==> src/rtl/ptch_integrator_if.sv <==
// ptch_integrator_if
//   Bundles the raw inertial sample strobe and the fused pitch outputs.
//   master: sample producer / PID consumer side (drives raw_vld, ptch_rt_raw, AZ)
//   slave : ptch_integrator side (drives ptch, ptch_rt, vld)
//   raw_vld      1   one-cycle strobe, ptch_rt_raw/AZ valid
//   ptch_rt_raw  16  signed raw gyro pitch rate
//   AZ           16  signed raw accelerometer Z
//   ptch         16  signed fused pitch
//   ptch_rt      16  signed offset-corrected pitch rate
//   vld          1   one-cycle strobe, ptch/ptch_rt updated
interface ptch_integrator_if;
    logic        raw_vld;
    logic [15:0] ptch_rt_raw;
    logic [15:0] AZ;
    logic [15:0] ptch;
    logic [15:0] ptch_rt;
    logic        vld;

    modport master (output raw_vld, ptch_rt_raw, AZ, input ptch, ptch_rt, vld);
    modport slave  (input raw_vld, ptch_rt_raw, AZ, output ptch, ptch_rt, vld);
endinterface

==> src/rtl/ptch_integrator.sv <==
// ptch_integrator
//   Calibrates out gyro offset at start-up, then integrates offset-corrected
//   pitch rate into a 27-bit pitch accumulator, nudged toward the
//   accelerometer-derived pitch by a fixed step per sample.
//   clk  : system clock, posedge
//   rst  : synchronous active-high reset
//   clr  : synchronous recalibrate (same effect as rst)
//   bus  : ptch_integrator_if.slave (raw samples in, fused samples out)
module ptch_integrator #(
    parameter int          CAL_LOG2 = 4,
    parameter int          FUSION   = 1024,
    parameter logic [15:0] AZ_OFST  = 16'h00A0
) (
    input  logic              clk,
    input  logic              rst,
    input  logic              clr,
    ptch_integrator_if.slave  bus
);
    localparam logic [0:0] ST_CAL = 1'b0;
    localparam logic [0:0] ST_RUN = 1'b1;
    localparam logic signed [26:0] FUS = 27'(FUSION);

    logic [0:0]                    state;
    logic signed [15+CAL_LOG2:0]   cal_sum;
    logic [CAL_LOG2-1:0]           cal_cnt;
    logic signed [15:0]            ofst;
    logic signed [26:0]            ptch_int;
    logic signed [15:0]            ptch_rt_q;
    logic                          vld_q;
    logic signed [15:0]            rt_s1;
    logic signed [15:0]            acc_s1;
    logic                          v1;

    // Calibration accumulator input (sign-extended sample)
    logic signed [15+CAL_LOG2:0]   cal_next;
    assign cal_next = cal_sum + {{CAL_LOG2{bus.ptch_rt_raw[15]}}, bus.ptch_rt_raw};

    // Offset-corrected rate, 17-bit difference clamped to 16 bits
    logic signed [16:0] rt_diff;
    logic signed [15:0] rt_sat;
    assign rt_diff = {bus.ptch_rt_raw[15], bus.ptch_rt_raw} - {ofst[15], ofst};
    always_comb begin
        rt_sat = rt_diff[15:0];
        if (rt_diff[16] != rt_diff[15])
            rt_sat = rt_diff[16] ? 16'sh8000 : 16'sh7FFF;
    end

    // Accelerometer pitch estimate: (AZ - AZ_OFST) * 327, keep bits [25:13]
    logic signed [16:0] az_diff;
    logic signed [25:0] az_ext;
    logic signed [25:0] prod;
    logic signed [15:0] acc_next;
    assign az_diff  = {bus.AZ[15], bus.AZ} - {AZ_OFST[15], AZ_OFST};
    assign az_ext   = {{9{az_diff[16]}}, az_diff};
    assign prod     = az_ext * 26'sd327;
    assign acc_next = 16'(prod >>> 13);

    // Fusion step chosen against the pitch currently presented
    logic signed [15:0] ptch_cur;
    logic signed [26:0] fus;
    assign ptch_cur = ptch_int[26:11];
    always_comb begin
        fus = '0;
        if (acc_s1 > ptch_cur)      fus = FUS;
        else if (acc_s1 < ptch_cur) fus = -FUS;
    end

    always_ff @(posedge clk) begin
        if (rst || clr) begin
            state     <= ST_CAL;
            cal_sum   <= '0;
            cal_cnt   <= '0;
            ofst      <= '0;
            ptch_int  <= '0;
            ptch_rt_q <= '0;
            vld_q     <= 1'b0;
            rt_s1     <= '0;
            acc_s1    <= '0;
            v1        <= 1'b0;
        end else begin
            v1    <= 1'b0;
            vld_q <= v1;
            if (v1) begin
                ptch_rt_q <= rt_s1;
                // Gyro sign convention: positive rate lowers pitch
                ptch_int  <= ptch_int - {{11{rt_s1[15]}}, rt_s1} + fus;
            end
            case (state)
                ST_CAL: if (bus.raw_vld) begin
                    cal_sum <= cal_next;
                    cal_cnt <= cal_cnt + 1'b1;
                    // Completing sample only loads the offset; it produces no output
                    if (&cal_cnt) begin
                        ofst  <= 16'(cal_next >>> CAL_LOG2);
                        state <= ST_RUN;
                    end
                end
                ST_RUN: if (bus.raw_vld) begin
                    rt_s1  <= rt_sat;
                    acc_s1 <= acc_next;
                    v1     <= 1'b1;
                end
                default: state <= ST_CAL;
            endcase
        end
    end

    assign bus.ptch    = ptch_int[26:11];
    assign bus.ptch_rt = ptch_rt_q;
    assign bus.vld     = vld_q;
endmodule
==> src/flat_wrapper.sv <==
// flat-port wrapper written by rule: the top's interface ports become plain ports
module ptch_integrator_flat 
#(
    parameter int          CAL_LOG2 = 4,
    parameter int          FUSION   = 1024,
    parameter logic [15:0] AZ_OFST  = 16'h00A0
)
  (clk, rst, clr, bus_raw_vld, bus_ptch_rt_raw, bus_AZ, bus_ptch, bus_ptch_rt, bus_vld);
  ptch_integrator_if bus_i ();
  input  logic clk;
  input  logic rst;
  input  logic clr;
  input wire logic [$bits(bus_i.raw_vld)-1:0] bus_raw_vld;
  input wire logic [$bits(bus_i.ptch_rt_raw)-1:0] bus_ptch_rt_raw;
  input wire logic [$bits(bus_i.AZ)-1:0] bus_AZ;
  output wire logic [$bits(bus_i.ptch)-1:0] bus_ptch;
  output wire logic [$bits(bus_i.ptch_rt)-1:0] bus_ptch_rt;
  output wire logic [$bits(bus_i.vld)-1:0] bus_vld;
  assign bus_i.raw_vld = bus_raw_vld;
  assign bus_i.ptch_rt_raw = bus_ptch_rt_raw;
  assign bus_i.AZ = bus_AZ;
  assign bus_ptch = bus_i.ptch;
  assign bus_ptch_rt = bus_i.ptch_rt;
  assign bus_vld = bus_i.vld;
  ptch_integrator #(.CAL_LOG2(CAL_LOG2), .FUSION(FUSION), .AZ_OFST(AZ_OFST)) u_core (.clk(clk), .rst(rst), .clr(clr), .bus(bus_i));
endmodule
==> config.mk <==
export PLATFORM = sky130hd
export DESIGN_NAME = ptch_integrator_flat
export DESIGN_NICKNAME = d
export VERILOG_FILES = /design/src/rtl/ptch_integrator_if.sv /design/src/rtl/ptch_integrator.sv /design/src/flat_wrapper.sv
export SDC_FILE = /design/constraint.sdc
export NUM_CORES = 1
export LEC_CHECK = 0
export CORE_UTILIZATION = 55
export CTS_CLUSTER_DIAMETER = 150
export DETAILED_ROUTE_END_ITERATION = 12
export DONT_BUFFER_PORTS = 1
export PLACE_DENSITY = 0.75
export SYNTH_ARGS = -nofsm -noshare
export SYNTH_HDL_FRONTEND = slang
export SYNTH_SLANG_ARGS = --single-unit
==> constraint.sdc <==
create_clock -name clk -period 18.6 [get_ports clk]
set_input_delay 3.72 -clock clk [delete_from_list [all_inputs] [get_ports clk]]
set_output_delay 3.72 -clock clk [all_outputs]
set_load 0.01 [all_outputs]
**Yosys cells after proc, flatten, opt, wreduce, memory -nomap -nowiden**

Index checks and enable logic that the tools add are counted.
W data, S select, Z words.

- Memory bits (read-only): 0
- Output and inout port bits: 33
- Latch bits: 0
- RAM bits: 0
- Memories kept: 0
- Bits in registers: 115
- Logic and storage cells: 35

- Shift-type cells: 0
- Div/mod/pow operators: 0
- Mux-type cells: 8
- Magnitude comparators: 2
- $add $sub $neg: 6
- Reduce and logical (&&, ||, !) cells: 6
- Bitwise gates (word level): 1
- Multiply operators: 1
- Eq/ne operators: 1

Operators by type and width:

| cell | count |
|---|---|
| $mux W27 | 2 |
| $mux W16 | 2 |
| $add A27 B27 Y27 | 1 |
| $sub A27 B27 Y27 | 1 |
| $mul A17 B10 Y26 const B | 1 |
| $add A20 B20 Y20 | 1 |
| $sub A16 B16 Y17 | 1 |
| $sub A16 B9 Y17 const B | 1 |
| $gt A13 B16 Y1 | 1 |
| $lt A13 B16 Y1 | 1 |
| $reduce_and A6 Y1 | 1 |
| $add A4 B1 Y4 const B | 1 |
| $mux W1 | 4 |
| $reduce_and A2 Y1 | 2 |
| $reduce_and A4 Y1 | 1 |
| $reduce_or A2 Y1 | 1 |
| $logic_or A1 B1 Y1 | 1 |
| $ne A1 B1 Y1 | 1 |
| $not A1 Y1 | 1 |

**Logic depth before layout (Yosys ltp)**

Gate-level depths: netlist (run 1).

- Depth after elaboration: 4
- Depth in mapped cells: 24
- Depth with buffers taken out: 24

**Least setup slack after synthesis (run 1)**

Ideal clock, no wire load.

- Path kind: input port to flip-flop
- From: input port bus_AZ[8]
- To: register u_core.acc_s1[11]
- Arrival time: 8833 ps
- Slack: 9646 ps
- Path buffers: 0
- Cell stages on the path: 20
- Cells stage by stage: or3_1 or3_1 or4_1 xor2_1 inv_1 ha_1 ha_1 fa_1 fa_1 inv_1 fa_1 inv_1 ha_1 and3_1 and3_1 nor2_1 o31ai_2 a21boi_1 xor2_1 o21ai_1

- Word-level cells in the longest chain between the ends: 2

RTL lines:

| what | line | source |
|---|---|---|
| start: declaration | flat_wrapper.sv:15 | `input wire logic [$bits(bus_i.AZ)-1:0] bus_AZ;` |
| $sub A16 B9 Y17 | ptch_integrator.sv:53 | `assign az_diff = {bus.AZ[15], bus.AZ} - {AZ_OFST[15], AZ_OFST};` |
| $mul A17 B10 Y26 | ptch_integrator.sv:55 | `assign prod = az_ext * 26'sd327;` |
| end signal: assignment | ptch_integrator.sv:100 | `acc_s1 <= acc_next;` |
| end: declaration | ptch_integrator.sv:31 | `logic signed [15:0] acc_s1;` |

No other way between the ends.
A chain may end at the register's enable or synchronous reset.

**Worst setup path in the final report (run 1)**

Same ends and word-level chain as after synthesis.

==> reports/qor.tcl, run 1 <==
set qor(num_cts_buffers) 17
set qor(route.vias.total) 8726
set qor(placedInstanceArea_sq_mm) 0.0114
set qor(wire_per_inst_um) 14.5
set qor(postCtsResizedCells) 0
set qor(grt_usage_pct) 22.7
set qor(routed_wirelength_mm) 22.9
set qor(fmax_mhz) 113
set qor(setup_violations) 0
set qor(floorplan.die.width_um) 145
set qor(grt_setup_unrepaired) {false}
set qor(fin_tns_setup_ps) 0
set qor(floorplan.core_area_sq_mm) 0.0197
set qor(row_count) 51
set qor(p_leak_nw) 5.32
set qor(ir_worst_vdd_v) 0.0000659
set qor(ratio_of_total_power_to_cell_area_mw_per_mm2) 86.8
set qor(status) {finished, final reports clean}
set qor(sequential_cell_area_fraction_in_the_yosys_report_pct) 20.5
set qor(synth_cell_type_count) 69
set qor(floorplan.initialDensity_pct) 57.0
set qor(drt_drc_violations_left) 0
set qor(synthFlopType) {sky130_fd_sc_hd__dfxtp_1}
set qor(areaGrowthSynthToFinish_pct) 5.74
set qor(synth_largest_type_area_fraction_pct) 20.5
set qor(fin_crit_sh_pct) 47.6
set qor(mappedNetlistArea_sq_mm) 0.0112
set qor(routability_congestion_estimate) 0.899
set qor(synth_area_leader_cell) {sky130_fd_sc_hd__dfxtp_1}
set qor(synth_nets) 1607
set qor(max-clock-path-buffers) 2
set qor(place.detailed.hpwl_mm) 17.9
set qor(dieHeight_um) 145
set qor(nNetsFinal) 1577
set qor(port-buffer-count) 0
set qor(layout.cell_area.non_filler_sq_mm) 0.0119
set qor(worstMarginPinSlew_ps) 740
set qor(tritoncts_num_sinks) 115
set qor(viasPerCell) 5.52
set qor(htree_levels) 4
set qor(drive_gt1_share_pct) 5.02
set qor(clock_insertion_delay_worst_skew_ps) 420
set qor(grt-ovfl-total) 0
set qor(grt_antenna_before_repair) 0
set qor(slew_headroom_pct) 49.4
set qor(hold_viol) 0
set qor(clk_root_buffer_cell) {sky130_fd_sc_hd__clkbuf_16}
set qor(crit_end_category) {flop}
set qor(worst_setup_hold_path_clk_slew_ps) 50
set qor(synth_edf_count) 0
set qor(io-pin-count) 69
set qor(critical_path_arrival_ps) 9150
set qor(layout_commonest_cell) {sky130_fd_sc_hd__inv_1}
set qor(netlist_top_cells_area) {sky130_fd_sc_hd__dfxtp_1 (20%), sky130_fd_sc_hd__ha_1 (19%), sky130_fd_sc_hd__fa_1 (11%), sky130_fd_sc_hd__inv_1 (5.8%), sky130_fd_sc_hd__a21oi_1 (4.6%)}
set qor(hold_path_class) {flop to flop}
set qor(num-fill-cells) 1702
set qor(first_pass_iters) 6
set qor(grt_first_pass_wirelength_mm) 39.8
set qor(final_core_utilization_pct) 60.3
set qor(drt.antenna.violating_nets) 0
set qor(synthCells) 1335
set qor(hold_buffers) 0
set qor(final_cell_mix) {sky130_fd_sc_hd__inv_1 (175), sky130_fd_sc_hd__ha_1 (173), sky130_fd_sc_hd__dfxtp_1 (114), sky130_fd_sc_hd__nor2_1 (110), sky130_fd_sc_hd__a21oi_1 (103)}
set qor(criticalPathCategory) {input port to flop}
set qor(cp.required_ps) 18900
set qor(layout_min_cycle_time_ps) 8850
set qor(synthesis.yosys.warnings) 0
set qor(antenna_cells_inserted) 0
set qor(largest_net_degree_at_the_start_of_global_routing) 51
set qor(synth.avg_cell_area_sq_um) 8.42
set qor(fp.dieArea_sq_mm) 0.0210
set qor(drv_cap) 0
set qor(postSynth.asyncResetShare_pct) 0
set qor(setup_repair_bufs_after_cts) 0
set qor(first_global_vias) 8684
set qor(detail_route.iter0.violations) 335
set qor(ys_ff_latch) 115
set qor(crit_fanout) 5
set qor(slew_violations) 0
set qor(worstSetupStartpointType) {input port}
set qor(cts_tree) {done}
set qor(clock-skew-final_ps) 11.5
==> registers in the layout (all words and copies together), names as in the netlist <==
signal,count
u_core.cal_cnt,4
u_core.rt_s1,16
u_core.bus.ptch_rt,16
u_core.v1,1
u_core.ofst,16
u_core.state,1
u_core.cal_sum,20
u_core.bus.vld,1
u_core.acc_s1,13
u_core.ptch_int,27
==> logic make-up (layout without fill, tap and decap cells) <==
group,after synthesis,count (layout),synth area share [%]
buf+inv,232,213,8.45
fa+ha+maj,250,250,31.8
xor+xnor,74,74,5.83
mux,37,37,3.35
simple gates,337,337,14.0
compound gates,290,290,16.0
flops,115,115,20.5
==> cell type report <==
type                            count  area (sq um)  share of cell area, %
Timing Repair Buffer                8          60.1                  0.505
Inverter                          175           657                   5.53
Clock buffer                       24           482                   4.05
Multi-Input combinational cell    988          8000                   67.3
Sequential cell                   115          2300                   19.4
Tap cell                          265           332                   2.79
Clock inverter                      6          55.1                  0.463
==> power breakdown <==
group,internal (mW),total (mW),switching [mW]
Clock,0.191,0.301,0.110
Sequential,0.249,0.250,0.00119
Combinational,0.206,0.481,0.275
Total,0.646,1.03,0.386
==> path summary, 6_finish.rpt <==
path                                          from                               end  slack, ps  cells past startpoint
setup / recovery                         bus_AZ[8]    u_core.acc_s1[11]$_SDFFE_PP0P_       9750                     21
hold / removal         u_core.ofst[3]$_SDFFE_PP0P_       u_core.ofst[3]$_SDFFE_PP0P_        450                      2
setup reg to reg  u_core.ptch_int[12]$_SDFFE_PP0P_  u_core.ptch_int[26]$_SDFFE_PP0P_      12530                     23
hold reg to reg        u_core.ofst[3]$_SDFFE_PP0P_       u_core.ofst[3]$_SDFFE_PP0P_        450                      2
==> critical path: stages <==
cell and delay [ps]:
sky130_fd_sc_hd__or3_1 360, sky130_fd_sc_hd__or3_1 380, sky130_fd_sc_hd__or4_1 460, sky130_fd_sc_hd__xor2_1 380, sky130_fd_sc_hd__inv_1 150, sky130_fd_sc_hd__ha_1 360
sky130_fd_sc_hd__ha_1 310, sky130_fd_sc_hd__fa_1 400, sky130_fd_sc_hd__fa_1 510, sky130_fd_sc_hd__inv_1 50, sky130_fd_sc_hd__fa_1 490, sky130_fd_sc_hd__inv_1 40
sky130_fd_sc_hd__ha_1 350, sky130_fd_sc_hd__a21o_1 180, sky130_fd_sc_hd__a21oi_1 240, sky130_fd_sc_hd__nor2_1 80, sky130_fd_sc_hd__a21oi_1 150, sky130_fd_sc_hd__o31ai_2 120
sky130_fd_sc_hd__a21boi_1 180, sky130_fd_sc_hd__xor2_1 170, sky130_fd_sc_hd__o21ai_1 70
==> synth_stat cells, types with 15 or more instances <==
library cell / count
sky130_fd_sc_hd__inv_1: 175
sky130_fd_sc_hd__a21oi_1: 103
sky130_fd_sc_hd__clkbuf_1: 32
sky130_fd_sc_hd__mux2i_1: 35
sky130_fd_sc_hd__dfxtp_1: 115
sky130_fd_sc_hd__xnor2_1: 33
sky130_fd_sc_hd__nand4_1: 15
sky130_fd_sc_hd__nor3_1: 17
sky130_fd_sc_hd__xor2_1: 40
sky130_fd_sc_hd__o21ai_0: 58
sky130_fd_sc_hd__nor2b_1: 21
sky130_fd_sc_hd__o21a_1: 16
sky130_fd_sc_hd__buf_4: 19
sky130_fd_sc_hd__nand2_1: 101
sky130_fd_sc_hd__fa_1: 63
sky130_fd_sc_hd__a21o_1: 31
sky130_fd_sc_hd__nand3_1: 19
sky130_fd_sc_hd__ha_1: 173
sky130_fd_sc_hd__a211oi_1: 21
sky130_fd_sc_hd__nor2_1: 110
==> per-stage QoR <==
step	cells	total power [mW]	setup WS (ps)	hold slack, ps
finish	1581	1.03	9750	452
global route	1581	1.13	9450	475
CTS	1581	1.04	9740	454
detailed placement	1551	0.739	9310	448
global placement	1551	0.725	9410	443
floorplan	1335	0.644	9650	429
==> layer usage <==
layer	wire length (um)	track usage (%)
met4	177	4.89
met1	10800	29.6
met3	1100	4.81
met5	0	0
met2	10800	38.5
No activity file was read; power rests on OpenSTA's default activity.
==> run 2: changes to the inputs <==
- clock period: 18.6 -> 8.6 ns (I/O delays scaled with it)
==> reports/qor.tcl, run 2 (same netlist as run 1, synthesis figures left out) <==
set qor(cp_cell_sequence) {or3_1 > or3_1 > or4_1 > xor2_1 > inv_1 > ha_1 > ha_1 > fa_1 > fa_1 > inv_1 > fa_1 > inv_1 > ha_1 > a21o_1 > a21oi_1 > nor2_1 > a21oi_1 > o31ai_2 > a21boi_1 > xor2_1 > o21ai_1}
set qor(p_leak_nw) 5.33 ;# about the same
set qor(cp_slowest_cell) {sky130_fd_sc_hd__fa_1}
set qor(criticalPathCategory) {input port to flop}
set qor(num_cts_buffers) 17 ;# unchanged
set qor(routability_congestion_estimate) 0.899 ;# unchanged
set qor(ratio_of_total_power_to_cell_area_mw_per_mm2) 188 ;# +120%
set qor(io-pin-count) 69 ;# unchanged
set qor(clock_insertion_delay_worst_skew_ps) 420 ;# about the same
set qor(top_register) {u_core.ptch_int}
set qor(layout_min_cycle_time_ps) 6860
set qor(first_pass_iters) 5 ;# -1
set qor(worstMarginPinSlew_ps) 778 ;# +38.3 ps
set qor(nNetsFinal) 1577 ;# unchanged
set qor(tritoncts_num_sinks) 115 ;# unchanged
set qor(pwr-share-clk_pct) 29.5 ;# +0.3 points
set qor(routed_wirelength_mm) 22.6 ;# -1.4%
set qor(detail_route.wirelength.met1_mm) 10.7 ;# -1.1%
set qor(fmax_mhz) 146
set qor(grt_antenna_before_repair) 0 ;# unchanged
set qor(clock-skew-final_ps) 11.1 ;# -0.420 ps
set qor(fin_tns_setup_ps) 0 ;# unchanged
set qor(hold_buffers) 0 ;# unchanged
set qor(grt-ovfl-total) 0 ;# unchanged
set qor(switching_share_pct) 37.3 ;# -0.11 points
set qor(worstSetupStartpointType) {input port}
set qor(floorplan.die.width_um) 145 ;# unchanged
set qor(drv_cap) 0 ;# unchanged
set qor(setup_violations) 0 ;# unchanged
set qor(drt_drc_violations_left) 0 ;# unchanged
set qor(grt_first_pass_wirelength_mm) 39.3 ;# -1.4%
set qor(combinationalPowerShare_pct) 46.4 ;# -0.2 points
set qor(worst_setup_hold_path_clk_slew_ps) 50 ;# about the same
set qor(crit_end_category) {flop}
set qor(critical_path.max_stage_delay_ps) 510 ;# about the same
set qor(place.detailed.hpwl_mm) 17.9 ;# about the same
set qor(grt_setup_unrepaired) {false}
set qor(crit_fanout) 5 ;# unchanged
set qor(wl_met3_mm) 1.03 ;# -6.6%
set qor(port-buffer-count) 0 ;# unchanged
set qor(final_cell_mix) {sky130_fd_sc_hd__inv_1 (175), sky130_fd_sc_hd__ha_1 (173), sky130_fd_sc_hd__dfxtp_1 (114), sky130_fd_sc_hd__nor2_1 (110), sky130_fd_sc_hd__a21oi_1 (103)}
set qor(slew_headroom_pct) 47.9 ;# -1.5 points
set qor(layout_commonest_cell) {sky130_fd_sc_hd__inv_1}
set qor(htree_levels) 4 ;# unchanged
set qor(num-fill-cells) 1709 ;# +0.41%
set qor(status) {finished, final reports clean}
set qor(hold_viol) 0 ;# unchanged
set qor(dieHeight_um) 145 ;# unchanged
set qor(grt_usage_pct) 22.5 ;# -0.24 points
set qor(clk_root_buffer_cell) {sky130_fd_sc_hd__clkbuf_16}
set qor(route.vias.total) 8626 ;# -1.1%
set qor(hold_path_class) {flop to flop}
set qor(drive_gt1_share_pct) 5.10 ;# +0.080 points
set qor(postCtsResizedCells) 0 ;# unchanged
set qor(p_seq_share_pct) 24.2 ;# about the same
set qor(slew_violations) 0 ;# unchanged
set qor(met2_wirelength_mm) 10.7 ;# -1.4%
set qor(fp.dieArea_sq_mm) 0.0210 ;# unchanged
set qor(timing.critical_path.buf_inv) 3 ;# unchanged
set qor(row_count) 51 ;# unchanged
set qor(areaGrowthSynthToFinish_pct) 5.80 ;# about the same
set qor(critical_path_arrival_ps) 7160 ;# -1990 ps
set qor(first_global_vias) 8484 ;# -2.3%
set qor(layout.cell_area.non_filler_sq_mm) 0.0119 ;# about the same
set qor(viasPerCell) 5.46 ;# -1.1%
set qor(cp.required_ps) 8900 ;# -10000 ps
set qor(internal_power_mw) 1.40 ;# +120%
set qor(fin_crit_sh_pct) 79.7
set qor(detail_route.iter0.violations) 369 ;# +10%
set qor(antenna_cells_inserted) 0 ;# unchanged
set qor(max-clock-path-buffers) 2 ;# unchanged
set qor(setup_repair_bufs_after_cts) 0 ;# unchanged
set qor(largest_net_degree_at_the_start_of_global_routing) 51 ;# unchanged
set qor(top_signal_layer_used) {met4}
set qor(cts_tree) {done}
set qor(floorplan.initialDensity_pct) 57.0 ;# unchanged
set qor(ir_worst_vdd_v) 0.000148 ;# +120%
set qor(floorplan.core_area_sq_mm) 0.0197 ;# unchanged
set qor(critical-path-top-delay-family) {adder cells}
set qor(placedInstanceArea_sq_mm) 0.0114 ;# unchanged
set qor(p_sw_mw) 0.834 ;# +120%
set qor(layout_top_registers) {u_core.ptch_int: 27 flops, u_core.cal_sum: 20 flops}
set qor(wire_per_inst_um) 14.3 ;# -1.3%
set qor(drt.antenna.violating_nets) 0 ;# unchanged
set qor(largest_register_ffs) 27 ;# unchanged
==> run 2: metal layers <==
| layer | track usage [%] | vias to the layer above |
|---|---|---|
| li1 | - | 4466 |
| met3 | 4.81 | 17 |
| met2 | 38.2 | 140 |
| met1 | 29.0 | 4003 |
| met4 | 5.21 | 0 |
| met5 | 0 | - |
==> run 2: worst paths after layout <==
kind                                    startpoint                                to  slack [ps]  depth (start not counted)
setup / recovery                         bus_AZ[8]    u_core.acc_s1[11]$_SDFFE_PP0P_        1740                         21
hold / removal         u_core.ofst[7]$_SDFFE_PP0P_       u_core.ofst[7]$_SDFFE_PP0P_         450                          2
setup reg to reg  u_core.ptch_int[12]$_SDFFE_PP0P_  u_core.ptch_int[26]$_SDFFE_PP0P_        2460                         23
hold reg to reg        u_core.ofst[7]$_SDFFE_PP0P_       u_core.ofst[7]$_SDFFE_PP0P_         450                          2
==> run 2: tightest hold or removal path: cells and delay by family (launching register included) <==
| kind | cells | cell delay, ps |
|---|---|---|
| flops | 1 | 300 |
| simple gates | 1 | 50 |
| compound gates | 1 | 50 |
==> run 2: through the flow <==
step,power (mW),util [%],instances,setup slack (ps),hold WS [ps]
floorplan,1.39,-,1335,1650,429
global placement,1.57,57.6,1551,1410,443
detailed placement,1.60,57.6,1551,1300,447
CTS,2.26,60.3,1580,1730,455
global route,2.45,60.3,1580,1440,470
finish,2.24,60.3,1580,1740,449
==> run 2: area by class of cell <==
type | count | area (sq um) | area share [%]
clock inverter | 6 | 55.1 | 0.463
multi-input combinational | 988 | 8000 | 67.3
timing repair buffer | 8 | 60.1 | 0.505
tap | 265 | 332 | 2.79
inverter | 175 | 657 | 5.52
clock buffer | 23 | 488 | 4.10
sequential | 115 | 2300 | 19.4
==> run 2: power groups by stage <==
stage	Clock (mW)	Sequential (mW)	Combinational [mW]
6_report	0.659	0.541	1.04
5_1_grt	0.697	0.541	1.21
4_1_cts	0.668	0.540	1.05
3_5_place_dp	0	0.552	1.05
3_3_place_gp	0	0.551	1.02
2_1_floorplan	0	0.551	0.843
